File: src/rtl/tcm_port_arbiter_if.sv
// Bundle of requester, response and RAM-port signals for the TCM port
// arbiter. The slave modport is the arbiter; the master modport is the
// surrounding system (both requesters and the RAM read-data return).
interface tcm_port_arbiter_if #(
  parameter int ADDR_WIDTH = 16
);
  logic                  req0_valid_i;
  logic [ADDR_WIDTH-1:0] req0_addr_i;
  logic [31:0]           req0_data_i;
  logic [3:0]            req0_wr_i;
  logic                  req0_ready_o;
  logic                  rsp0_valid_o;
  logic [31:0]           rsp0_data_o;

  logic                  req1_valid_i;
  logic [ADDR_WIDTH-1:0] req1_addr_i;
  logic [31:0]           req1_data_i;
  logic [3:0]            req1_wr_i;
  logic                  req1_lock_i;
  logic                  req1_ready_o;
  logic                  rsp1_valid_o;
  logic [31:0]           rsp1_data_o;

  logic [ADDR_WIDTH-1:0] ram_addr_o;
  logic [31:0]           ram_data_o;
  logic [3:0]            ram_wr_o;
  logic [31:0]           ram_data_i;

  modport slave (
    input  req0_valid_i, req0_addr_i, req0_data_i, req0_wr_i,
    output req0_ready_o, rsp0_valid_o, rsp0_data_o,
    input  req1_valid_i, req1_addr_i, req1_data_i, req1_wr_i, req1_lock_i,
    output req1_ready_o, rsp1_valid_o, rsp1_data_o,
    output ram_addr_o, ram_data_o, ram_wr_o,
    input  ram_data_i
  );

  modport master (
    output req0_valid_i, req0_addr_i, req0_data_i, req0_wr_i,
    input  req0_ready_o, rsp0_valid_o, rsp0_data_o,
    output req1_valid_i, req1_addr_i, req1_data_i, req1_wr_i, req1_lock_i,
    input  req1_ready_o, rsp1_valid_o, rsp1_data_o,
    input  ram_addr_o, ram_data_o, ram_wr_o,
    output ram_data_i
  );
endinterface

File: src/rtl/tcm_port_arbiter.sv
// Two-requester arbiter for one TCM RAM port. Requester 0 is the core data
// bus, requester 1 the DMA/boot loader. One access per cycle drives the RAM
// port combinationally; the 1-cycle read data returns to the owner tagged by
// a single pending-response register. Requester 1 may lock the port for
// bursts of up to MAX_LOCK grants, after which requester 0 gets one
// guaranteed contended win.
// Build option: define TCM_ARB_RR_EN for round-robin on contended unlocked
// cycles; otherwise requester 0 has fixed priority.
module tcm_port_arbiter #(
  parameter int ADDR_WIDTH = 16,
  parameter int MAX_LOCK   = 16
) (
  input  logic clk_i,
  input  logic rst_i,
  tcm_port_arbiter_if.slave bus
);

  typedef enum logic {UNLOCKED = 1'b0, LOCKED = 1'b1} lock_state_e;

  localparam logic [7:0] MAX_LOCK_C = 8'(MAX_LOCK);

  lock_state_e lock_q;
  logic [7:0]  lock_cnt_q;
  logic        pend_valid_q;
  logic        pend_id_q;
  logic        last_grant_q;
  logic        starve_q;

  logic gnt0, gnt1, pick1, contended;
  logic unused_addr_bits;

  // Word addressing drops the byte offset bits.
  assign unused_addr_bits = ^{bus.req0_addr_i[1:0], bus.req1_addr_i[1:0]};

  // Grant decision: lock first, then single requester, then contention policy.
  always_comb begin
    gnt0      = 1'b0;
    gnt1      = 1'b0;
`ifdef TCM_ARB_RR_EN
    pick1     = (last_grant_q == 1'b0);
`else
    pick1     = 1'b0;
`endif
    if (starve_q) pick1 = 1'b0;
    contended = !rst_i && bus.req0_valid_i && bus.req1_valid_i && (lock_q == UNLOCKED);
    if (!rst_i) begin
      if ((lock_q == LOCKED) && bus.req1_valid_i) begin
        gnt1 = 1'b1;
      end else if (bus.req0_valid_i && bus.req1_valid_i) begin
        gnt1 = pick1;
        gnt0 = !pick1;
      end else begin
        gnt0 = bus.req0_valid_i;
        gnt1 = bus.req1_valid_i;
      end
    end
  end

  // RAM port mux and response routing; idle port drives zeros.
  always_comb begin
    bus.req0_ready_o = gnt0;
    bus.req1_ready_o = gnt1;
    bus.ram_addr_o   = '0;
    bus.ram_data_o   = '0;
    bus.ram_wr_o     = '0;
    if (gnt0) begin
      bus.ram_addr_o = {2'b00, bus.req0_addr_i[ADDR_WIDTH-1:2]};
      bus.ram_data_o = bus.req0_data_i;
      bus.ram_wr_o   = bus.req0_wr_i;
    end else if (gnt1) begin
      bus.ram_addr_o = {2'b00, bus.req1_addr_i[ADDR_WIDTH-1:2]};
      bus.ram_data_o = bus.req1_data_i;
      bus.ram_wr_o   = bus.req1_wr_i;
    end
    bus.rsp0_valid_o = !rst_i && pend_valid_q && (pend_id_q == 1'b0);
    bus.rsp1_valid_o = !rst_i && pend_valid_q && (pend_id_q == 1'b1);
    bus.rsp0_data_o  = bus.ram_data_i;
    bus.rsp1_data_o  = bus.ram_data_i;
  end

  // Response tag, grant history and lock FSM with its length counter.
  always_ff @(posedge clk_i) begin
    if (rst_i) begin
      pend_valid_q <= 1'b0;
      pend_id_q    <= 1'b0;
      last_grant_q <= 1'b1;
      lock_q       <= UNLOCKED;
      lock_cnt_q   <= 8'd0;
      starve_q     <= 1'b0;
    end else begin
      pend_valid_q <= gnt0 | gnt1;
      if (gnt0 | gnt1) begin
        pend_id_q    <= gnt1;
        last_grant_q <= gnt1;
      end
      // The anti-starvation win is consumed by the first contended cycle.
      if (contended) starve_q <= 1'b0;
      case (lock_q)
        UNLOCKED: begin
          if (gnt1 && bus.req1_lock_i) begin
            if (MAX_LOCK <= 1) begin
              // A one-grant burst is already exhausted on entry.
              starve_q <= 1'b1;
            end else begin
              lock_q     <= LOCKED;
              lock_cnt_q <= 8'd1;
            end
          end
        end
        LOCKED: begin
          if (!bus.req1_valid_i || !bus.req1_lock_i) begin
            lock_q     <= UNLOCKED;
            lock_cnt_q <= 8'd0;
          end else if (lock_cnt_q == MAX_LOCK_C - 8'd1) begin
            lock_q     <= UNLOCKED;
            lock_cnt_q <= 8'd0;
            starve_q   <= 1'b1;
          end else begin
            lock_cnt_q <= lock_cnt_q + 8'd1;
          end
        end
        default: lock_q <= UNLOCKED;
      endcase
    end
  end

endmodule

File: src/flat_wrapper.sv
// flat-port wrapper written by rule: the top's interface ports become plain ports
module tcm_port_arbiter_flat 
#(
  parameter int ADDR_WIDTH = 16,
  parameter int MAX_LOCK   = 16
)
  (clk_i, rst_i, bus_req0_valid_i, bus_req0_addr_i, bus_req0_data_i, bus_req0_wr_i, bus_req0_ready_o, bus_rsp0_valid_o, bus_rsp0_data_o, bus_req1_valid_i, bus_req1_addr_i, bus_req1_data_i, bus_req1_wr_i, bus_req1_lock_i, bus_req1_ready_o, bus_rsp1_valid_o, bus_rsp1_data_o, bus_ram_addr_o, bus_ram_data_o, bus_ram_wr_o, bus_ram_data_i);
  tcm_port_arbiter_if #(.ADDR_WIDTH(ADDR_WIDTH)) bus_i ();
  input  logic clk_i;
  input  logic rst_i;
  input wire logic [$bits(bus_i.req0_valid_i)-1:0] bus_req0_valid_i;
  input wire logic [$bits(bus_i.req0_addr_i)-1:0] bus_req0_addr_i;
  input wire logic [$bits(bus_i.req0_data_i)-1:0] bus_req0_data_i;
  input wire logic [$bits(bus_i.req0_wr_i)-1:0] bus_req0_wr_i;
  output wire logic [$bits(bus_i.req0_ready_o)-1:0] bus_req0_ready_o;
  output wire logic [$bits(bus_i.rsp0_valid_o)-1:0] bus_rsp0_valid_o;
  output wire logic [$bits(bus_i.rsp0_data_o)-1:0] bus_rsp0_data_o;
  input wire logic [$bits(bus_i.req1_valid_i)-1:0] bus_req1_valid_i;
  input wire logic [$bits(bus_i.req1_addr_i)-1:0] bus_req1_addr_i;
  input wire logic [$bits(bus_i.req1_data_i)-1:0] bus_req1_data_i;
  input wire logic [$bits(bus_i.req1_wr_i)-1:0] bus_req1_wr_i;
  input wire logic [$bits(bus_i.req1_lock_i)-1:0] bus_req1_lock_i;
  output wire logic [$bits(bus_i.req1_ready_o)-1:0] bus_req1_ready_o;
  output wire logic [$bits(bus_i.rsp1_valid_o)-1:0] bus_rsp1_valid_o;
  output wire logic [$bits(bus_i.rsp1_data_o)-1:0] bus_rsp1_data_o;
  output wire logic [$bits(bus_i.ram_addr_o)-1:0] bus_ram_addr_o;
  output wire logic [$bits(bus_i.ram_data_o)-1:0] bus_ram_data_o;
  output wire logic [$bits(bus_i.ram_wr_o)-1:0] bus_ram_wr_o;
  input wire logic [$bits(bus_i.ram_data_i)-1:0] bus_ram_data_i;
  assign bus_i.req0_valid_i = bus_req0_valid_i;
  assign bus_i.req0_addr_i = bus_req0_addr_i;
  assign bus_i.req0_data_i = bus_req0_data_i;
  assign bus_i.req0_wr_i = bus_req0_wr_i;
  assign bus_req0_ready_o = bus_i.req0_ready_o;
  assign bus_rsp0_valid_o = bus_i.rsp0_valid_o;
  assign bus_rsp0_data_o = bus_i.rsp0_data_o;
  assign bus_i.req1_valid_i = bus_req1_valid_i;
  assign bus_i.req1_addr_i = bus_req1_addr_i;
  assign bus_i.req1_data_i = bus_req1_data_i;
  assign bus_i.req1_wr_i = bus_req1_wr_i;
  assign bus_i.req1_lock_i = bus_req1_lock_i;
  assign bus_req1_ready_o = bus_i.req1_ready_o;
  assign bus_rsp1_valid_o = bus_i.rsp1_valid_o;
  assign bus_rsp1_data_o = bus_i.rsp1_data_o;
  assign bus_ram_addr_o = bus_i.ram_addr_o;
  assign bus_ram_data_o = bus_i.ram_data_o;
  assign bus_ram_wr_o = bus_i.ram_wr_o;
  assign bus_i.ram_data_i = bus_ram_data_i;
  tcm_port_arbiter #(.ADDR_WIDTH(ADDR_WIDTH), .MAX_LOCK(MAX_LOCK)) u_core (.clk_i(clk_i), .rst_i(rst_i), .bus(bus_i));
endmodule
File: config.mk
export PLATFORM = sky130hd
export DESIGN_NAME = tcm_port_arbiter_flat
export DESIGN_NICKNAME = d
export VERILOG_FILES = /design/src/rtl/tcm_port_arbiter_if.sv /design/src/rtl/tcm_port_arbiter.sv /design/src/flat_wrapper.sv
export SDC_FILE = /design/constraint.sdc
export NUM_CORES = 1
export LEC_CHECK = 0
export BUFFER_PORTS_ARGS = -buffer_cell sky130_fd_sc_hd__buf_4
export CAP_MARGIN = 10
export CORE_AREA = 3 3 100 102
export CTS_CLUSTER_SIZE = 25
export DETAILED_ROUTE_END_ITERATION = 12
export DIE_AREA = 0 0 103 105
export GPL_ROUTABILITY_DRIVEN = 0
export PLACE_DENSITY = 0.61
export SLEW_MARGIN = 20
export SYNTH_ARGS = -nofsm -noshare
export SYNTH_HDL_FRONTEND = slang
export SYNTH_SLANG_ARGS = --single-unit
File: constraint.sdc
create_clock -name clk_i -period 2.2 [get_ports clk_i]
set_clock_uncertainty 0.2 [all_clocks]
set_input_delay 0.33 -clock clk_i [delete_from_list [all_inputs] [get_ports clk_i]]
set_output_delay 0.33 -clock clk_i [all_outputs]
set_load 0.005 [all_outputs]
==> summary.md, run 1 <==
The number of H-tree levels is 1, and the setup fix buffers added after clock tree synthesis is 0. The number of buffers inserted during clock tree synthesis is 3. In this run, post-CTS hold repair placed 0 buffers. The data arrival time of the critical path is 1.57 ns, and the number of vias per cell after detailed routing is 4.43.

The tools report the setup TNS as 0 ns. The core region is 9200 µm². After layout, the worst setup slack is 0.0979 ns.

The final critical-path share of the clock period is 0.955. The x dimension of the die was 103 µm; the residual DRC count was 0. The worst path buffer plus inverter count came out at 2. TritonCTS built the clock tree. The startpoint identified for the worst hold timing path is bus_req0_valid_i. The flow ran to the end, and the final reports show no timing, DRC or antenna violations.

The worst setup path is captured at an output port. For the overall fraction of global-route tracks in use, the log shows 0.111. The critical path required time was 1.67 ns. The total count of hold-check failures in the final report came out at 0. The category of the critical setup timing path is reg -> out. Counting the fill cells in the layout gives 992. The first global-routing pass estimated 9.21 mm of wire. The cell area after synthesis is 1580 µm².

261 I/O pins were placed. The tools report the sequential cell area fraction in the yosys report as 0.139. Sorting the synthesized cells by area gives the leading types as buf_4, a22o_1, dfxtp_1. The distinct cell type count of the synthesized netlist was 34; the final non-filler cell area was 2460 µm². The total detailed-routing wirelength came out at 6.60 mm. For this run, the leading register cell type out of synthesis is dfxtp_1.

The run gives 1754 as the via count. The most numerous cell in the Yosys netlist is buf_4. The initial antenna violation count was 0; the remaining antenna violation count after routing was 0. Timing analysis after detailed placement gives a worst setup slack of 0.195 ns. Of all nets on the critical path, the largest fanout is 30.

The post-placement cell count is 392, and the number of standard cells after synthesis is 197. At the later pin of the worst-skew pair, clock insertion delay measures 0.23 ns. On the worst path, the slowest cell contributes a delay of 0.35 ns.

Max-cap check violation count: 0. CTS placed an instance of clkbuf_8 at the clock tree root. For the overall overflow remaining after global route, the log shows 0. The initialized floorplan defines 35 standard-cell rows. The fraction of final layout cells with drive strength greater than 1 is 0.600, and the post-detailed-route wirelength per cell is 16.7 µm.

The Yosys step of the flow raised 0 warnings. Entering global routing, the biggest net connects 39 pins. Setup repair after global routing left no endpoint under its margin. The kind of cell with the highest combined delay along the critical path is simple AND/OR/NAND/NOR gates.

The initial cell density of the core is 0.172. The commonest cells after synthesis are buf_4, a22o_1, dfxtp_1. The startpoint of the lowest-slack register-to-register path was u_core.lock_cnt_q[0].

The share of flip-flops with an asynchronous set or reset is 0. Across all hold checks on the routed design, the worst slack comes to 0.156 ns. buf_4 takes more of the synthesized area than any other cell. The die is 105 µm tall. The average cell area after synthesis came out at 8.03 µm². Class of the worst hold path: in -> reg. Derived from the worst setup path, the maximum achievable clock frequency is 0.476 GHz.

Largest vdd supply drop: 138 µV. The signal on the critical path passes through nand2b_1 -> and2_2 -> buf_12 -> a22o_1 -> buf_4. STA classifies the critical path startpoint as a register. For the HPWL after detailed placement, the log shows 5.71 mm. The run gives 0.00127 µW as the static leakage. The run gives 0 as the max-slew violation count. The number of global-route vias before repair was 1732. The first routing iteration left 89 violations. The worst-case register-to-register setup slack was 0.35 ns; the post-route minimum period was 2.10 ns. The synthesis-to-finish area growth is 55.5%.

For the area enclosed by the die boundary, the log shows 10800 µm². Power density over the cells: 312 nW/µm². The library cell contributing the largest single delay on the critical path was dfxtp_2.

In this run, synthesis produced a sequential element count of 11. The critical path startpoint was u_core.lock_q. Once layout is complete, the cells apart from fillers number 396. Yosys mapped a number of flops with a built-in enable equal to 0. The first detailed-routing pass took 4 iterations. The number of buffer cells added on primary ports was 158. The post-place instance area was 2410 µm².

Clock-pin slew was measured on the worst setup and hold paths at 0.05 ns. The proportion of netlist area held by the largest area contributor is 0.313. Counting every sink on the clock net gives 11. No sink is reached through more buffers than the 2 on the longest clock path. Setup violations remaining at the end of the flow were counted as 0. The number of antenna repair diodes was 0; the number of nets in the final layout was 428.
## layout by cell type (no fill, tap or decap), types with 2 or more instances in the layout
| cell | count |
|---|---|
| buf_4 | 160 |
| a22o_1 | 50 |
| dfxtp_1 | 10 |
| nor2_1 | 7 |
| a21oi_1 | 6 |
| nand2_1 | 4 |
| o21ai_0 | 4 |
| and3_1 | 4 |
| nor4_1 | 4 |
| a31oi_1 | 3 |
| a211o_1 | 3 |
| clkbuf_8 | 3 |
| nor2b_1 | 2 |
| nand4_1 | 2 |
| nand3_1 | 2 |
| conb_1 | 2 |
| buf_12 | 2 |
## worst paths after layout
kind	cells past startpoint	end
worst max-delay path	5	bus_ram_wr_o[1]
worst min-delay path	3	u_core.pend_valid_q
worst max register to register	5	u_core.lock_cnt_q[4]
worst min register to register	2	u_core.lock_cnt_q[1]
## per-layer routing
metal | wire length (µm) | part of all wire | vias up | GRT usage
met5 | 0 | 0 | - | 0
met4 | 48 | 0.0073 | 0 | 0.0250
met3 | 720 | 0.11 | 10 | 0.0394
met2 | 3500 | 0.53 | 134 | 0.201
met1 | 2330 | 0.35 | 769 | 0.120
li1 | - | - | 841 | -
## power by group
group | internal [µW] | switching, µW | leakage, µW
Clock | 127 | 70.0 | 0.0000228
Sequential | 203 | 3.05 | 0.0000897
Combinational | 241 | 124 | 0.00116
## worst register-to-register path: stages (launching register included)
cell     delay, ns
dfxtp_1       0.35
ha_1          0.23
and3_1        0.24
a21o_4        0.25
or3b_1        0.37
a21oi_1       0.14
## final cells by class
class	count	area, µm²	area share
timing repair buffer	162	1240	0.505
multi-input combinational	107	808	0.329
clock buffer	4	45.0	0.0183
inverter	1	3.75	0.00153
sequential	11	221	0.0901
tap	111	139	0.0565
## state kept, by name, indices dropped and copies added, names as in the netlist
register and flops:
u_core.lock_cnt_q 8, u_core.pend_id_q 1, u_core.lock_q 1, u_core.pend_valid_q 1
## repair_timing
action                                  CTS  global route
endpoints found under the setup margin    0            13
hold endpoints to repair                  0             0
resized for setup                         0             1
## cell families after synthesis
| group | share of synthesized area |
|---|---|
| AO/OA/AOI/OAI | 0.352 |
| flip-flops | 0.139 |
| adder cells (fa/ha/maj) | 0.00791 |
| other | 0.00237 |
| buffers and inverters | 0.357 |
| AND/OR/NAND/NOR | 0.142 |
## per-stage QoR
stage / util / power (µW)
after CTS: 0.267 / 778
final: 0.267 / 768
after global routing: 0.267 / 820
after detailed placement: 0.262 / 577
after floorplan: - / 413
after global placement: 0.262 / 575
Power figures use the tool's default switching activity.
==> run 2: changes to the inputs <==
Settings changed: CORE_AREA 3 3 100 102 to 2 2 102 104, DIE_AREA 0 0 103 105 to 0 0 104 106, GPL_TIMING_DRIVEN set to 0, PLACE_DENSITY 0.61 to 0.58.
==> summary.md, run 2 (same netlist as run 1, synthesis figures left out) <==
The tools report the number of hold-repair buffers added at the cts stage as 0. Timing would allow up to 0.473 GHz. The category of the critical setup timing path is reg -> out. The post-route minimum period was 2.12 ns; the max-slew violation count was 0. The critical path crosses 6 cells after its start point. For this run, the slowest stage of the critical path takes 0.35 ns.

The run gives 0.23 ns as the later-pin clock latency in the skew report. Critical path endpoint: bus_ram_addr_o[5]. The longest clock path from root to sink contains 2 buffers. The library cell contributing the largest single delay on the critical path is dfxtp_2. The floorplan has 37 rows.

The signal on the critical path passes through nand2b_1 -> and2_1 -> buf_6 -> buf_6 -> a22o_1 -> buf_4. The area growth from synthesis to layout is 123%. In this run the count of I/O pins placed on the die edge is 261.

Once routing completed, OpenROAD measured the worst setup slack at 0.0840 ns. The residual DRC count came out at 0. The final non-filler cell area is 3530 µm², and the number of cells on the worst reg-to-reg path is 5. Number of global-route vias before repair: 2259.

For this block, the routed nets add up to 7.03 mm of wire. The setup TNS came out at 0 ns. For the worst setup path, the data arrival time is 1.59 ns. The setup check on the worst reg-to-reg path leaves a slack of 0.34 ns. After floorplanning, the core was sized to cover 10000 µm². Count of TritonRoute iterations in the first routing pass: 4.

For this design the static power due to leakage is 0.00194 µW. The count of clock tree sinks came out at 11. From bottom edge to top edge, the die measures 106 µm.

Clock-pin slew was measured on the worst setup and hold paths at 0.05 ns. Entering global routing, the biggest net connects 11 pins. The top cell types in the final layout, fill and taps aside, are buf_4, a22o_1, dfxtp_1, nor2_1. Along the worst path, the maximum fanout reaches 10. The die is 104 µm wide. Initial DRC count: 47. The tools report the capture point of the worst reg-to-reg path as u_core.lock_cnt_q[4]. The run gives 0.158 as the initial cell density of the core.

The most numerous cell type found on the critical path is buf_6. In the final routed layout, each cell accounts on average for 12.5 µm. The root buffer cell chosen for the clock tree is clkbuf_8. Critical path capture point type: an output port. The routed layout has 2308 vias.

The die covers 11000 µm². In this run the power density over the cells is 274 nW/µm². The overall fraction of global-route tracks in use was 0.115; the final number of setup-violating endpoints was 0. Setup repair after global routing left no endpoint under its margin. The worst register-to-register path begins at u_core.lock_cnt_q[0]. Total count of hold-check failures in the final report: 0. On the critical path the largest part of the delay comes from buffers and inverters. TritonCTS built the clock tree.

The number of clock buffers added by TritonCTS is 3. The final critical-path share of the clock period was 0.962. The tools report the critical path startpoint as u_core.lock_q. Initial antenna violation count: 0. The number of flip-flops under the largest register name was 8; the wire length of the first global-routing pass was 10.6 mm. Before CTS, the worst setup slack after placement is -0.192 ns.

The number of vias per cell after detailed routing was 4.11. Buffers placed on the I/O ports in this run total 221. The run gives 0 as the max-cap check violation count. In this run the worst hold path is classified as in -> reg.

The tools report the category of the worst setup path launch point as a register. The number of antenna repair diodes was 0; the largest vdd supply drop was 148 µV. After detailed placement, the total cell area comes to 3410 µm². Together, buffers and inverters on the worst path number 3. Number of nets in the final layout: 568.

Most frequent standard cell in the layout excluding fill and tap cells: buf_4. Critical path required time: 1.67 ns. Detailed placement finished with a half-perimeter wire length of 6.13 mm. The run finished with clean final reports. Counting flops per register, the top entry is u_core.lock_cnt_q. The fraction of final layout cells with drive strength greater than 1 is 0.727. The remaining antenna violation count after routing was 0; the overall overflow remaining after global route was 0. The tools report the number of H-tree levels as 1.
run 2: cell count changes in the layout (fill, tap and decap cells not counted), sizes merged:
cell    change
buf       +135
clkbuf      +5
run 2: power by group:
part	leakage [µW]	internal, µW	switching [µW]
Combinational	0.00183	391	170
Sequential	0.0000897	203	2.90
Clock	0.0000228	127	71.9
run 2: final cells by class:
cell class	count	area (µm²)
multi-input cells	107	807
flip-flops and latches	11	221
clock buffers	4	45.0
plain buffers	79	609
fillers	1057	6470
well taps	136	170
repair buffers	223	1670
inverters	1	3.75
run 2: worst min path at each step:
stage / from / to / slack (ns) / cells past startpoint
6_report: bus_req0_valid_i / u_core.pend_valid_q / 0.16 / 3
4_1_cts: bus_req0_valid_i / u_core.pend_valid_q / 0.15 / 3
3_3_place_gp: u_core.lock_cnt_q[1] / u_core.lock_cnt_q[1] / 0.27 / 2
2_1_floorplan: bus_req1_valid_i / u_core.pend_valid_q / 0.25 / 2
3_5_place_dp: u_core.lock_cnt_q[1] / u_core.lock_cnt_q[1] / 0.29 / 2
5_1_grt: bus_req0_valid_i / u_core.pend_valid_q / 0.19 / 3
run 2: worst register-to-register path: stages (launching register included):
cell,delay (ns)
dfxtp_1,0.34
ha_1,0.24
and3_1,0.25
a21o_4,0.25
or3b_1,0.38
a21oi_1,0.14
run 2: through the flow:
stage | hold WS [ns] | util | power, µW | instances
floorplan | 0.246 | - | 413 | 198
global placement | 0.272 | 0.341 | 760 | 555
detailed placement | 0.288 | 0.341 | 764 | 555
CTS | 0.150 | 0.350 | 975 | 561
global route | 0.194 | 0.353 | 1030 | 561
finish | 0.157 | 0.353 | 966 | 561
run 2: metal layers:
layer / vias up / GRT usage / wire [µm]
met3: 6 / 0.0307 / 706
li1: 1124 / - / -
met4: 0 / 0.0232 / 61
met2: 152 / 0.224 / 3730
met5: - / 0 / 0
met1: 1026 / 0.123 / 2530
run 2: timing repair:
item / CTS / global route
endpoints found under the setup margin: 50 / 49
setup buffers: 2 / 0
resized for setup: 11 / 14
==> run 3: changes to the inputs <==
Settings changed: GPL_TIMING_DRIVEN 0 to 1.
==> summary.md, run 3 (same netlist as run 1, synthesis figures left out) <==
The flow ran to the end, and the final reports show no timing, DRC or antenna violations. The later pin in the worst-skew pair is clocked with a latency of 0.23 ns. The repair_antennas step left the layout with diodes totalling 0. In this run the most critical hold path is launched from rst_i. In this run the tool buffered the top-level ports with 158 buffer cells.

The run gives 1707 as the number of global-route vias before repair. The tools report the count of TritonRoute iterations in the first routing pass as 4. For this run, design rule violations remaining after detail routing come to 0. Summed over all cells, the static leakage comes to 0.00127 µW. The tools report the max-slew violation count as 0. The logs give 0 for the initial antenna violation count and 70 for the initial DRC count. After clock tree synthesis, the clock-pin slew on the worst setup and hold paths is 0.05 ns. The critical path startpoint was u_core.lock_q. The HPWL after detailed placement is 4.57 mm, and the count of clock tree sinks is 11. The remaining antenna violation count after routing is 0. The critical path capture point type is an output port. The die covers 11000 µm². Setup repair after global routing left no endpoint under its margin. The tree is rooted in a clkbuf_8. Across the VDD grid, the largest voltage drop is 125 µV.

Among the stages of the critical path, the cell type that occurs most often is buf_4. The tools report the power share of the sequential group as 0.268. The post-detailed-route wirelength per cell was 13.1 µm; the final critical-path share of the clock period was 0.967. Across the run, the number of max-cap violations was 0. The run gives 0.100 ns as the post-route worst hold slack. The analysis attributes to net switching a power of 198 µW. Once placement finished, the instance area stood at 2450 µm². The first global-routing pass estimated 8.40 mm of wire.

For the maximum count of clock buffers along a single path, the log shows 2. The library cell contributing the largest single delay on the critical path was dfxtp_2. The routed design has 5.55 mm of wire.

Largest fanout on the critical path: 20. Internal power comes to 572 µW. The area growth from synthesis to layout is 57.9%. Category of the worst setup path launch point: a register.

Buffers inserted during clock tree synthesis total 3. The clock group share of total power is 0.259, and the via count is 1784. The run gives 0.158 as the initial cell density of the core. The tools report the overall fraction of global-route tracks in use as 0.0902. The layout has 1092 filler cells. The fraction of final layout cells with drive strength greater than 1 is 0.601. For the critical path required time, the log shows 1.67 ns. The global routing met2 resource utilization is 0.164, and the number of flip-flops under the largest register name is 8. The library cells used most frequently in the layout, excluding fill and tap cells, are buf_4, a22o_1, dfxtp_1, nor2_1, a21oi_1. The part of the power in combinational logic is 0.473. The final layout contains 429 nets. The tools report the floorplan core area as 10000 µm². The total count of hold-check failures in the final report came out at 0. For this run, the top clock speed supported by timing is 0.470 GHz. The die is 104 µm wide.

The run gives 1.60 ns as the data arrival time of the critical path. The number of vias per cell after detailed routing is 4.23. The routing layer with the top usage in global route was met2. Entering global routing, the biggest net connects 33 pins.

Counting flops per register, the top entry is u_core.lock_cnt_q. Row generation in the floorplan step produced 37 rows. The number of placed I/O pins was 261. The run gives 770 µW as the power after layout. The tools report the final non-filler cell area as 2500 µm². TritonCTS built the clock tree. Class of the worst hold path: in -> reg. Most frequent standard cell in the layout excluding fill and tap cells: buf_4.

The switching portion of total power came out at 0.257. The die height came out at 106 µm. The overall overflow remaining after global route was 0; the fraction of met3 tracks used by global routing was 0.0215. The setup TNS came out at 0 ns.

The final number of setup-violating endpoints is 0. The worst path in the final design needs a cycle of 2.13 ns, including I/O delays and setup. For this run, the slowest stage of the critical path takes 0.36 ns. The critical path is of the reg -> out type. Traced cell by cell, the critical path runs through nand2b_1 -> and2_2 -> buf_4 -> a22o_1 -> buf_4. The startpoint of the lowest-slack register-to-register path was u_core.lock_cnt_q[0]. The power density over the cells is 308 nW/µm², and the met1 capacity usage during global routing is 0.103. The number of H-tree levels came out at 1.
[run 3: cell count changes in the layout (fill, tap and decap cells not counted)]
| cell | previous run | this run |
|---|---|---|
| and2_1 | 1 | 0 |
| and2_2 | 0 | 1 |
| buf_1 | 1 | 0 |
| buf_12 | 0 | 2 |
| buf_2 | 1 | 0 |
| buf_4 | 289 | 161 |
| buf_6 | 6 | 0 |
| clkbuf_4 | 5 | 0 |
[run 3: what timing repair did]
item,in CTS,in global routing
setup endpoints to repair,0,10
buffers inserted,0,0
resized for setup,0,1
hold buffers,0,0
[run 3: final cells by class]
class	instances	area, µm²	area share
clock buffers	4	45.0	0.0180
multi-input cells	107	808	0.324
well taps	136	170	0.0681
inverters	1	3.75	0.00150
repair buffers	163	1250	0.500
flip-flops and latches	11	221	0.0887
[run 3: per-layer routing]
layer | share of wire | vias to the layer above
met1 | 0.37 | 798
met2 | 0.51 | 128
li1 | - | 841
met5 | 0 | -
met4 | 0.015 | 0
met3 | 0.098 | 17
[run 3: worst paths after layout]
path	endpoint	slack (ns)	cells after the start
worst min-delay path	u_core.lock_q	0.10	2
worst max register to register	u_core.lock_cnt_q[4]	0.35	5
worst min register to register	u_core.lock_cnt_q[1]	0.29	2
worst max-delay path	bus_ram_data_o[14]	0.07	5
[run 3: worst max-delay path: cells and delay by family, from the launching register on]
family / cells / cell delay, ns
and+or+nand+nor: 2 / 0.39
DFF: 1 / 0.36
buffers and inverters: 2 / 0.35
AOI/OAI and AO/OA: 1 / 0.26
[run 3: power groups by stage]
stage | Sequential [µW] | Combinational [µW] | Clock, µW
finish | 206 | 364 | 200
global route | 206 | 393 | 215
CTS | 206 | 368 | 205
detailed placement | 210 | 366 | 0
global placement | 210 | 363 | 0
floorplan | 209 | 204 | 0
[run 3: metrics by stage]
step | setup slack, ns | instances | util
after global routing | 0.0308 | 422 | 0.250
after CTS | 0.0226 | 422 | 0.250
after global placement | 0.237 | 418 | 0.245
final | 0.0718 | 422 | 0.250
after detailed placement | 0.218 | 418 | 0.245
after floorplan | 0.416 | 198 | -
